## src/rtl/mem_arbiter.sv

```systemverilog
// Two-port memory arbiter: fetch (p0) and load-store (p1) share one memory port.
// Alternating priority on ties, optional bounded lock for atomic sequences, 1-cycle read return.
`ifndef MEM_ADDR_WIDTH
`define MEM_ADDR_WIDTH 32
`endif
`ifndef MEM_DATA_WIDTH
`define MEM_DATA_WIDTH 32
`endif

module mem_arbiter #(
    parameter int unsigned LOCK_MAX = 16
) (
    input  logic                       clk,
    input  logic                       reset,
    input  logic                       p0_req,
    input  logic [31:0]                p0_addr,
    input  logic [`MEM_DATA_WIDTH-1:0] p0_wdata,
    input  logic                       p0_we,
    input  logic                       p0_lock,
    input  logic                       p1_req,
    input  logic [31:0]                p1_addr,
    input  logic [`MEM_DATA_WIDTH-1:0] p1_wdata,
    input  logic                       p1_we,
    input  logic                       p1_lock,
    output logic                       p0_gnt,
    output logic                       p1_gnt,
    output logic                       p0_rvalid,
    output logic                       p1_rvalid,
    output logic [31:0]                rdata_out,
    output logic [31:0]                mem_addr,
    output logic [`MEM_DATA_WIDTH-1:0] mem_wdata,
    output logic                       mem_rw,
    input  logic [31:0]                mem_rdata
);

    localparam int unsigned CntW = $clog2(LOCK_MAX + 1);
    localparam logic [CntW-1:0] LockMax = CntW'(LOCK_MAX);
    localparam logic [CntW-1:0] CntOne  = CntW'(1);

    localparam logic [1:0] StIdle  = 2'd0;
    localparam logic [1:0] StLock0 = 2'd1;
    localparam logic [1:0] StLock1 = 2'd2;

    logic [1:0]      state_q, state_d;
    logic            last_gnt_q, last_gnt_d;
    logic [CntW-1:0] lock_cnt_q, lock_cnt_d;
    logic [CntW-1:0] cnt_inc;
    logic            rsp_valid_q, rsp_valid_d;
    logic            rsp_port_q, rsp_port_d;
    logic            gnt0, gnt1;

    assign cnt_inc = (lock_cnt_q == LockMax) ? lock_cnt_q : lock_cnt_q + CntOne;

    always_comb begin
        gnt0       = 1'b0;
        gnt1       = 1'b0;
        state_d    = state_q;
        lock_cnt_d = lock_cnt_q;
        case (state_q)
            StLock0: begin
                if (p0_req) begin
                    gnt0       = 1'b1;
                    lock_cnt_d = cnt_inc;
                    if (!p0_lock || cnt_inc == LockMax) begin
                        state_d    = StIdle;
                        lock_cnt_d = '0;
                    end
                end else begin
                    // Owner went away: this cycle is spent releasing, nobody is granted.
                    state_d    = StIdle;
                    lock_cnt_d = '0;
                end
            end
            StLock1: begin
                if (p1_req) begin
                    gnt1       = 1'b1;
                    lock_cnt_d = cnt_inc;
                    if (!p1_lock || cnt_inc == LockMax) begin
                        state_d    = StIdle;
                        lock_cnt_d = '0;
                    end
                end else begin
                    state_d    = StIdle;
                    lock_cnt_d = '0;
                end
            end
            default: begin
                if (p0_req && p1_req) begin
                    gnt0 = last_gnt_q;
                    gnt1 = !last_gnt_q;
                end else begin
                    gnt0 = p0_req;
                    gnt1 = p1_req;
                end
                if ((gnt0 && p0_lock) || (gnt1 && p1_lock)) begin
                    if (LOCK_MAX > 1) begin
                        state_d    = gnt0 ? StLock0 : StLock1;
                        lock_cnt_d = CntOne;
                    end
                end
            end
        endcase
    end

    // Grants are masked while reset is held so the memory port goes quiet immediately.
    assign p0_gnt = gnt0 & ~reset;
    assign p1_gnt = gnt1 & ~reset;

    always_comb begin
        last_gnt_d = last_gnt_q;
        if (p1_gnt) begin
            last_gnt_d = 1'b1;
        end else if (p0_gnt) begin
            last_gnt_d = 1'b0;
        end
    end

    assign rsp_valid_d = (p0_gnt && !p0_we) || (p1_gnt && !p1_we);
    assign rsp_port_d  = p1_gnt;

    always_comb begin
        mem_addr  = '0;
        mem_wdata = '0;
        mem_rw    = 1'b0;
        if (p0_gnt) begin
            mem_addr  = p0_addr;
            mem_wdata = p0_wdata;
            mem_rw    = p0_we;
        end else if (p1_gnt) begin
            mem_addr  = p1_addr;
            mem_wdata = p1_wdata;
            mem_rw    = p1_we;
        end
    end

    assign p0_rvalid = rsp_valid_q & ~rsp_port_q;
    assign p1_rvalid = rsp_valid_q & rsp_port_q;
    assign rdata_out = rsp_valid_q ? mem_rdata : 32'h0;

    always_ff @(posedge clk or posedge reset) begin
        if (reset) begin
            state_q     <= StIdle;
            last_gnt_q  <= 1'b1;
            lock_cnt_q  <= '0;
            rsp_valid_q <= 1'b0;
            rsp_port_q  <= 1'b0;
        end else begin
            state_q     <= state_d;
            last_gnt_q  <= last_gnt_d;
            lock_cnt_q  <= lock_cnt_d;
            rsp_valid_q <= rsp_valid_d;
            rsp_port_q  <= rsp_port_d;
        end
    end

endmodule

```

## config.mk

```make
export PLATFORM = sky130hd
export DESIGN_NAME = mem_arbiter
export DESIGN_NICKNAME = d
export VERILOG_FILES = /design/src/rtl/mem_arbiter.sv
export SDC_FILE = /design/constraint.sdc
export NUM_CORES = 1
export LEC_CHECK = 0
export ABC_AREA = 1
export BUFFER_PORTS_ARGS = -buffer_cell sky130_fd_sc_hd__buf_2
export CAP_MARGIN = 20
export CORE_AREA = 2 2 105 107
export DETAILED_ROUTE_END_ITERATION = 10
export DIE_AREA = 0 0 107 109
export PLACE_DENSITY = 0.59
export RECOVER_POWER = 50
export SLEW_MARGIN = 10
export SYNTH_ARGS = -nofsm -noshare
export SYNTH_HDL_FRONTEND = slang
export SYNTH_SLANG_ARGS = --single-unit
```

## constraint.sdc

```tcl
create_clock -name clk -period 1.7 [get_ports clk]
set_input_delay 0.17 -clock clk [delete_from_list [all_inputs] [get_ports clk]]
set_output_delay 0.17 -clock clk [all_outputs]
set_load 0.1 [all_outputs]
```

Word-level counts from Yosys, hierarchy flattened

Cells that the tools add are included.
Widths: inputs -> output; s select.

$add $sub $neg: 1
Eq/ne operators: 6
Muxes and demuxes: 31
Bitwise gates (word level): 6
Reduce and logical (&&, ||, !) cells: 18

Operators with widths:

| kind                | number |
|---|---|
| $mux 32             | 5 |
| $mux 5              | 6 |
| $mux 2              | 6 |
| $eq 5x5->1 const B  | 2 |
| $mux 1              | 10 |
| $pmux 5 s2          | 1 |
| $ne 3x3->1 const B  | 2 |
| $add 5x1->5 const B | 1 |
| $logic_and 1x1->1   | 5 |
| $logic_not 1->1     | 5 |
| $and 1x1->1         | 4 |
| $logic_or 1x1->1    | 4 |
| $pmux 1 s2          | 2 |
| $pmux 2 s2          | 1 |
| $reduce_and 3->1    | 1 |
| $reduce_bool 3->1   | 1 |
| $eq 2x1->1 const B  | 1 |
| $eq 2x2->1 const B  | 1 |
| $not 1->1           | 2 |
| $reduce_bool 2->1   | 1 |
| $reduce_or 2->1     | 1 |

Flip-flop bits (word level): 10
Output and inout bits: 101
Word-level logic and storage cells: 67

Depth between registers and ports, before layout

Gate-level depths: netlist of run 1.

Word-level depth: 7
Depth in mapped cells: 13
Mapped depth without buffers: 13

Worst setup path after synthesis of run 1

Ideal clock, no wire load.

Kind: register to output
Start point: register state_q[0]
End point: output mem_addr[22]
Arrival: 2.341 ns
Data required time: 1.530 ns
Setup slack: -0.811 ns
Cell stages (with the launch flop): 9
Buffers on the path: 1
Cells stage by stage: dfrtp_1 inv_1 ha_1 inv_1 nor2_1 nor3_2 buf_2 nand3_1 nand2_1

Longest elaborated chain between the ends: 5
Elaborated cells between the ends (all ways): 8
Classes of those cells: 2 x eq/ne; 4 x mux; 2 x bitwise

Ends and longest elaborated chain:

| what                                            | RTL line | source |
|---|---|---|
| start, declared                                 | 44       | `logic [1:0] state_q, state_d;` |
| start signal, assigned                          | 142      | `state_q <= StIdle;` |
| start signal, assigned                          | 148      | `state_q <= state_d;` |
| $eq 2x2->1 / $eq 2x1->1 (equally long branches) | 59       | `case (state_q)` |
| $pmux 1 s2 (*)                                  | 59       |  |
| $and 1x1->1 (*)                                 | 107      | `assign p1_gnt = gnt1 & ~reset;` |
| via p1_gnt                                      | 26       | `output logic p1_gnt,` |
| $mux 32 (*)                                     | 129      | `end else if (p1_gnt) begin` |
| $mux 32 (*)                                     | 125      | `if (p0_gnt) begin` |
| end, declared                                   | 30       | `output logic [31:0] mem_addr,` |

The timed path passes the listed nets; every way through them passes the cells marked *.

Worst setup path after layout of run 1

Start point: register state_q[1]
End point: output mem_wdata[9]

Longest elaborated chain between the ends: 5
Elaborated cells between the ends (all ways): 8
Classes of those cells: 2 x eq/ne; 4 x mux; 2 x bitwise

Ends and longest elaborated chain:

| what                                            | RTL line | source |
|---|---|---|
| $eq 2x2->1 / $eq 2x1->1 (equally long branches) | 59       |  |
| $pmux 1 s2                                      | 59       |  |
| $and 1x1->1                                     | 107      |  |
| $mux 32                                         | 129      |  |
| $mux 32 (*)                                     | 125      |  |
| end, declared                                   | 31       | `` output logic [`MEM_DATA_WIDTH-1:0] mem_wdata, `` |

Mark *: on every way between the ends. The rest lies on a longest branch, timed or not.

==> results.toml, run 1 <==
[place]
dpl_cell_area_um2 = 5830
dp_hpwl_um = 9610
gp_congestion = 0.885
port_buffers = 268

[synth]
syn_area_um2 = 1910
ys_types = 23
synth_compound_area_frac = 0.0242
syn_avg_cell_area_um2 = 4.92
yosys_warnings = 0
synth_top_family_by_area = "simple AND/OR/NAND/NOR gates"
ys_seq_elements = 10
syn_inst = 388
synth_xor_area_frac = 0.00458
synth.area.mux_share = 0
synthAdderAreaFrac = 0.0262
syn_nets = 560
ys_seq_area_frac = 0.132
yosys.area_share.simple = 0.618

[route]
drt_iter0_markers = 172
wl_um = 14200
drt_first_pass_iters = 4
vias_per_cell = 4.55
drtAntennaViolNets = 0
wl_per_cell_um = 17.2
drc = 0
dr_total_vias = 3748

[floorplanning]
core_um2 = 10600
die_y_um = 109
boundaryPins = 269
start_util = 0.180
die_x_um = 107
dieArea_um2 = 11700
row_count = 38

[global_route]
grt_use_total = 0.204
grt-ovfl-total = 0
first_global_vias = 3774
grt_first_pass_wirelength_um = 18800
grt_max_degree = 35
antenna_found_initial = 3

[critical_path]
worstPathMaxFanout = 13
crit_path_end_kind = "output pin"
cp_num_cells = 9
crit_family = "buffers and inverters"
rr_worst_depth = 7
max_stage_delay_ns = 0.43
rrSetupSlack_ns = -0.02
critPathSlowestCell = "dfrtp_1"
r2r-start = "state_q[1]$_DFFE_PP0P_"
crit_required_ns = 1.53
cp_data_arrival_time_ns = 2.04
cp_cell_sequence = "ha_4 -> inv_4 -> a21oi_4 -> nand2_4 -> buf_12 -> buf_16 -> nand3_1 -> nand2_4 -> buf_12"
r2r_end = "rsp_valid_q$_DFF_PP0_"
crit_path_start_kind = "register"
worst-path-buf-inv = 4
crit_type = "register to output pin"

[sta]
fin_worst_skew_ns = 0.00480
worst_slack_ns = -0.509
fmax_ghz = 0.453
setup_viol = 68
rsz0062_at_grt = "yes"
hold_violations = 0
tightest_slew_ns = 0.451
final_max_slew_viol_count = 0
min_period_ns = 2.21
maxSlewHeadroom = 0.698
timing.final.crit_share = 1.30

[finish]
area_growth_pct = 260
drive_gt1_frac = 0.742
utilization = 0.648
design_area_um2 = 6870
final_nets = 855

[clock_tree]
clk_path_buf_depth = 2
clock-sinks = 10
clk_pin_slew_worst_paths_ns = 0.05
cts_tree = "built"
root_buffer = "clkbuf_8"
h-tree-depth = 1
cts_made_buffers = 3
clkLatencyLatePin_ns = 0.24

[hold_path]
holdCritPathClass = "input port to async pin"

[run]
cap_violations = 0

[run_status]
violations = "negative setup slack"
status = "finished with violations"
[layout by cell type (no fill, tap or decap), types with 2 or more instances in the layout]
master,n
a21oi_4,2
buf_12,93
buf_16,9
buf_2,167
buf_4,30
buf_6,4
clkbuf_16,10
clkbuf_8,4
dfrtp_1,8
diode_2,2
ha_1,2
inv_1,51
inv_2,3
nand2_1,86
nand2_2,42
nand2_4,48
nand2_8,23
nand3_1,15
nand3_2,28
nand3_4,29
nand4_1,4
nor2_1,5
nor2_2,4
[stage by stage]
step           hold WS (ns)  instances  TNS [ns]  setup WS (ns)
4_1_cts             0.00477        805    -29.83         -0.473
3_3_place_gp          0.211        787    -18.67         -0.332
5_1_grt              0.0122        824    -35.29         -0.573
2_1_floorplan       0.00946        388     -8.86         -0.206
3_5_place_dp          0.230        787    -21.02         -0.396
6_report            0.00415        824    -31.27         -0.509
[sequential cells by signal, summed over array words and instances, names as in the netlist]
| signal | flops |
|---|---|
| lock_cnt_q | 5 |
| rsp_valid_q | 1 |
| last_gnt_q | 1 |
| rsp_port_q | 1 |
| state_q | 2 |
[worst max path at each step]
stage | end | start
final | mem_wdata[9] | state_q[1]$_DFFE_PP0P_
after global placement | mem_addr[16] | state_q[0]$_DFFE_PP0P_
after floorplan | mem_addr[22] | state_q[1]$_DFFE_PP0P_
after CTS | mem_addr[8] | state_q[1]$_DFFE_PP0P_
after detailed placement | mem_addr[14] | state_q[0]$_DFFE_PP0P_
after global routing | mem_addr[0] | state_q[1]$_DFFE_PP0P_
[what timing repair did]
| action | 4_1_cts | 5_1_grt |
|---|---|---|
| gates cloned | 7 | 11 |
| setup buffers | 6 | 6 |
| hold buffers | 1 | 0 |
| setup endpoints to repair | 68 | 74 |
| hold endpoints to repair | 9 | 0 |
| pin swaps | 5 | 16 |
| resized for setup | 63 | 64 |
[cell families after synthesis]
group,after synthesis
xor gates and xnor gates,1
and+or+nand+nor,285
adders and majority gates,4
buffers and inverters,81
DFF,10
AOI/OAI and AO/OA,7
[synth_stat cells]
master      n  area [um2]
dfstp_2     1        26.3
xor2_1      1        8.76
dfrtp_1     9         225
nor3_2      1        10.0
nand4_1     4        25.0
nand2_2     1        6.26
o21ai_0     1        5.00
buf_6       3        33.8
inv_1      54         203
o22ai_1     1        6.26
nand2_1   198         743
buf_2       7        35.0
ha_1        4        50.1
nand3_1    72         360
buf_4      10        75.1
nor2_2      1        6.26
a21oi_2     1        8.76
inv_2       2        7.51
a22oi_1     1        7.51
a21oi_1     2        10.0
clkbuf_1    5        18.8
nor2_1      8        30.0
o21ai_2     1        8.76
[layout make-up]
class	count	area, um2
clock buffer	4	55.1
timing repair buffer	315	3480
multi-input combinational	297	2680
inverter	56	225
antenna	2	5.00
tap	140	175
fill	810	3730
sequential	10	253
[layer usage]
layer  global-route usage  up-vias  wire length, um
met5                    0        -               16
met1                0.201     1757             4640
met3               0.0628       16             1250
met2                0.411      191             8040
li1                     -     1782                -
met4               0.0501        2              212
Power of run 1 is not shown: default switching activity piles up to over one toggle a cycle in this logic, so the estimate is an artifact.
==> run 2: changes to the inputs <==
--- a/config.mk
+++ b/config.mk
@@ -8,9 +8,9 @@
 export ABC_AREA = 1
 export BUFFER_PORTS_ARGS = -buffer_cell sky130_fd_sc_hd__buf_2
 export CAP_MARGIN = 20
-export CORE_AREA = 2 2 105 107
+export CORE_AREA = 2 2 103 105
 export DETAILED_ROUTE_END_ITERATION = 10
-export DIE_AREA = 0 0 107 109
+export DIE_AREA = 0 0 105 107
 export PLACE_DENSITY = 0.59
 export RECOVER_POWER = 50
 export SLEW_MARGIN = 10
==> constraint.sdc (replaced) <==
create_clock -name clk -period 2.1 [get_ports clk]
set_input_delay 0.21 -clock clk [delete_from_list [all_inputs] [get_ports clk]]
set_output_delay 0.21 -clock clk [all_outputs]
set_load 0.1 [all_outputs]
==> results.toml, run 2 (synthesis gave the netlist of run 1 again) <==
[run_status]
status = "finished with violations"
violations = "negative setup slack"

[clock_tree]
clock-sinks = 10
h-tree-depth = 1
clk_pin_slew_worst_paths_ns = 0.05
hold_buffers = 0
cts_tree = "built"
clkLatencyLatePin_ns = 0.24
cts_made_buffers = 3
root_buffer = "clkbuf_8"
clk_path_buf_depth = 2

[finish]
instances_no_fill = 804
regMostFlops = "lock_cnt_q"
largest_reg_flops = 5
fillerInstances = 956
area_growth_pct = 179
drive_gt1_frac = 0.647
reg_top3 = "lock_cnt_q (5), state_q (2)"
final_cell_mix = "201 x buf_2, 130 x nand2_1, 76 x buf_12, 58 x nand2_2, 52 x inv_1"
final_nets = 839
final_common_cell = "buf_2"
ff_latch_area_um2 = 251
multi_input_area_um2 = 1800

[route]
dr_total_vias = 3467
wl_um = 11800
vias_per_cell = 4.31
drt_iter0_markers = 172
drtAntennaViolNets = 0
drc = 0
drt_first_pass_iters = 4
wl_per_cell_um = 14.6

[place]
dpl.cell_count = 779
preCtsSetupSlack_ns = 0.0549
dp_hpwl_um = 8590
port_buffers = 268
gp_congestion = 0.858

[run]
cap_violations = 0

[critical_path]
worstPathMaxFanout = 10
crit_family = "buffers and inverters"
crit_type = "register to output pin"
critPathLaunch = "state_q[0]$_DFFE_PP0P_"
cp_cell_sequence = "inv_2 -> ha_4 -> inv_4 -> nor2_2 -> nor3_4 -> buf_6 -> clkbuf_16 -> nand3_2 -> nand2_4 -> buf_12"
max_stage_delay_ns = 0.39
crit_required_ns = 1.89
critPathSlowestCell = "dfrtp_1"
worst-path-buf-inv = 5
cp_data_arrival_time_ns = 2.00
crit_path_end_kind = "output pin"
r2r-start = "state_q[0]$_DFFE_PP0P_"
crit_path_start_kind = "register"

[sta]
setup_viol = 66
fmax_ghz = 0.453
tightest_slew_ns = 0.509
hold_slack_ns = 0.0111
maxSlewHeadroom = 0.663
final_max_slew_viol_count = 0
timing.final.crit_share = 1.05
fin_worst_skew_ns = 0.00916
rsz0062_at_grt = "yes"
worst_slack_ns = -0.109
hold_violations = 0
min_period_ns = 2.21

[global_route]
antenna_found_initial = 1
grt_first_pass_wirelength_um = 16500
grt-ovfl-total = 0
first_global_vias = 3345
grt_use_total = 0.184
grt_max_degree = 35

[floorplanning]
die_y_um = 107
row_count = 37
die_x_um = 105
core_um2 = 10100
start_util = 0.189
boundaryPins = 269
dieArea_um2 = 11200

[hold_path]
holdCritPathClass = "input port to async pin"
run 2: changes by cell type in the layout (fill, tap and decap cells not counted), moves of 17 or more:
cell	previous run	this run
buf_12	93	76
buf_2	167	201
buf_4	30	9
nand2_1	86	130
nand2_4	48	11
nand2_8	23	0
nand3_4	29	3
run 2: path summary, 6_finish.rpt:
path	cells after the start	end	slack, ns
max reg2reg	10	rsp_valid_q$_DFF_PP0_	0.32
min in group clk	2	rsp_valid_q$_DFF_PP0_	0.21
max	10	mem_addr[30]	-0.11
max in group asynchronous	2	last_gnt_q$_DFFE_PP1P_	1.76
min	2	lock_cnt_q[1]$_DFFE_PP0P_	0.01
min reg2reg	2	last_gnt_q$_DFFE_PP1P_	0.49
run 2: repair_timing:
action                                 in CTS  in global routing
endpoints found under the hold margin       0                  0
setup endpoints to repair                  66                 66
pin swaps                                   5                 12
gates cloned                                5                  5
gates resized for setup                    36                 49
setup buffers                              10                  5
run 2: layer usage:
| layer | global-route usage | vias to the layer above | wire length (um) |
|---|---|---|---|
| met2 | 0.360 | 190 | 6220 |
| met3 | 0.0553 | 18 | 1050 |
| met1 | 0.185 | 1520 | 4150 |
| met5 | 0 | - | 0 |
| li1 | - | 1739 | - |
| met4 | 0.0581 | 0 | 338 |
run 2: cell type report:
| class | instances | share of cell area |
|---|---|---|
| multi-input combinational | 297 | 0.338 |
| clock buffer | 4 | 0.00845 |
| timing repair buffer | 299 | 0.531 |
| tap | 136 | 0.0319 |
| inverter | 56 | 0.0422 |
| sequential | 10 | 0.0472 |
| antenna | 2 | 0.000939 |
run 2: metrics by stage:
stage	utilization	TNS, ns	cell area, um2
3_5_place_dp	0.458	0	4630
5_1_grt	0.528	-8.78	5330
4_1_cts	0.501	-3.71	5060
3_3_place_gp	0.458	0	4630
2_1_floorplan	-	-0.0313	2120
6_report	0.528	-4.10	5330
Power of run 2 is left out for the same reason.
==> run 3: changes to the inputs <==
--- a/config.mk
+++ b/config.mk
@@ -6,11 +6,12 @@
 export NUM_CORES = 1
 export LEC_CHECK = 0
 export ABC_AREA = 1
+export ABC_CLOCK_PERIOD_IN_PS = 2000
 export BUFFER_PORTS_ARGS = -buffer_cell sky130_fd_sc_hd__buf_2
 export CAP_MARGIN = 20
-export CORE_AREA = 2 2 103 105
+export CORE_AREA = 2 2 105 107
 export DETAILED_ROUTE_END_ITERATION = 10
-export DIE_AREA = 0 0 105 107
+export DIE_AREA = 0 0 107 109
 export PLACE_DENSITY = 0.59
 export RECOVER_POWER = 50
 export SLEW_MARGIN = 10
==> constraint.sdc (replaced) <==
create_clock -name clk -period 2 [get_ports clk]
set_input_delay 0.2 -clock clk [delete_from_list [all_inputs] [get_ports clk]]
set_output_delay 0.2 -clock clk [all_outputs]
set_load 0.1 [all_outputs]
==> results.toml, run 3 (synthesis gave the netlist of run 1 again) <==
[run_status]
status = "finished with violations"
violations = "negative setup slack"

[global_route]
antenna_found_initial = 0
grt_first_pass_wirelength_um = 16800
grt_max_degree = 35
first_global_vias = 3474
grt-ovfl-total = 0
grt_use_total = 0.180

[sta]
worst_slack_ns = -0.247
hold_violations = 0
tightest_slew_ns = 0.610
min_period_ns = 2.25
rsz0062_at_grt = "yes"
hold_slack_ns = 0.178
timing.final.crit_share = 1.12
maxSlewHeadroom = 0.593
fin_worst_skew_ns = 0.00415
final_max_slew_viol_count = 0
setup_viol = 67
fmax_ghz = 0.445

[place]
gp_congestion = 0.800
dp_hpwl_um = 8780
port_buffers = 268

[route]
drt_iter0_markers = 112
vias_per_cell = 4.36
drc = 0
wl_met2_um = 6730
drt_first_pass_iters = 4
wl_met3_um = 1150
wl_um = 12400
wl_per_cell_um = 15.1
highest_layer = "met4"
met1_length_um = 4400
dr_total_vias = 3579
drtAntennaViolNets = 0

[critical_path]
rrSetupSlack_ns = 0.22
r2r_end = "rsp_valid_q$_DFF_PP0_"
worstPathMaxFanout = 5
r2r-start = "state_q[1]$_DFFE_PP0P_"
worst-path-buf-inv = 5
cp_cell_sequence = "ha_4 -> inv_4 -> nor2_2 -> nor3_4 -> buf_4 -> buf_6 -> clkbuf_16 -> nand3_1 -> nand2_4 -> buf_12"
crit_path_start_kind = "register"
rr_worst_depth = 10
crit_type = "register to output pin"
max_stage_delay_ns = 0.42
critPathSlowestCell = "dfrtp_1"
crit_family = "buffers and inverters"
critPathLaunch = "state_q[1]$_DFFE_PP0P_"
crit_path_end_kind = "output pin"
cp_data_arrival_time_ns = 2.05
crit_required_ns = 1.80

[floorplanning]
core_um2 = 10600
die_y_um = 109
boundaryPins = 269
row_count = 38
dieArea_um2 = 11700
start_util = 0.180
die_x_um = 107

[finish]
drive_gt1_frac = 0.703
largest_reg_flops = 5
reg_top3 = "lock_cnt_q (5), state_q (2)"
insertedDiodeCount = 0
final_nets = 853
final_common_cell = "buf_2"
regMostFlops = "lock_cnt_q"
area_growth_pct = 231
final_cell_mix = "167 x buf_2, 96 x buf_12, 86 x nand2_1, 72 x nand2_4, 52 x inv_1"

[clock_tree]
cts_made_buffers = 3
clk_path_buf_depth = 2
clk_pin_slew_worst_paths_ns = 0.05
clock-sinks = 10
cts_tree = "built"
clkLatencyLatePin_ns = 0.24
root_buffer = "clkbuf_8"
h-tree-depth = 1

[hold_path]
hold_end = "rsp_valid_q$_DFF_PP0_"
min_from = "p1_we"
holdCritPathClass = "input port to register"
worstHoldPathCells = 2

[run]
cap_violations = 0
run 3: cell count changes in the layout (fill, tap and decap cells not counted), sizes merged:
cell         change
diode            -2
clkbuf          +20
buf              -7
dlygate4sd3      +1
run 3: routing by layer:
layer / vias up / GRT usage
li1: 1771 / -
met1: 1613 / 0.193
met2: 186 / 0.356
met3: 9 / 0.0532
met4: 0 / 0.0213
met5: - / 0
run 3: worst max-delay path by stage:
stage | to | slack [ns] | cells after the start
floorplan | mem_addr[22] | -0.12 | 8
global placement | mem_wdata[31] | 0.04 | 9
detailed placement | mem_addr[30] | 0.002 | 8
CTS | mem_wdata[31] | -0.19 | 11
global route | mem_wdata[12] | -0.32 | 10
finish | mem_wdata[27] | -0.25 | 10
run 3: what timing repair did:
action,in CTS,in global routing
buffers inserted,7,10
gates resized for setup,49,106
setup endpoints to repair,66,67
cloned,5,10
pin swaps,3,23
hold endpoints to repair,4,0
hold buffers,1,0
run 3: final cells by class:
class                      count  area (um2)
multi-input combinational    297        2240
inverter                      56         218
timing repair buffer         313        3390
clock buffer                   4        55.1
tap                          140         175
sequential                    10         251
fill                         900        4270
run 3: worst register-to-register path, delay by kind of cell, from the launching register on:
| kind | cells | cell delay (ns) |
|---|---|---|
| compound gates | 1 | 0.07 |
| simple gates | 2 | 0.20 |
| fa+ha+maj | 1 | 0.33 |
| buf+inv | 6 | 0.65 |
| flops | 1 | 0.42 |
run 3: stage by stage:
stage / instances / util / area [um2] / worst slack (ns) / TNS (ns)
2_1_floorplan: 388 / - / 2320 / -0.121 / -0.367
5_1_grt: 820 / 0.597 / 6330 / -0.315 / -17.80
3_3_place_gp: 784 / 0.506 / 5360 / 0.0351 / 0
6_report: 820 / 0.597 / 6330 / -0.247 / -12.82
3_5_place_dp: 784 / 0.506 / 5360 / 0.00225 / 0
4_1_cts: 801 / 0.547 / 5800 / -0.189 / -10.77
Power of run 3 is left out for the same reason.
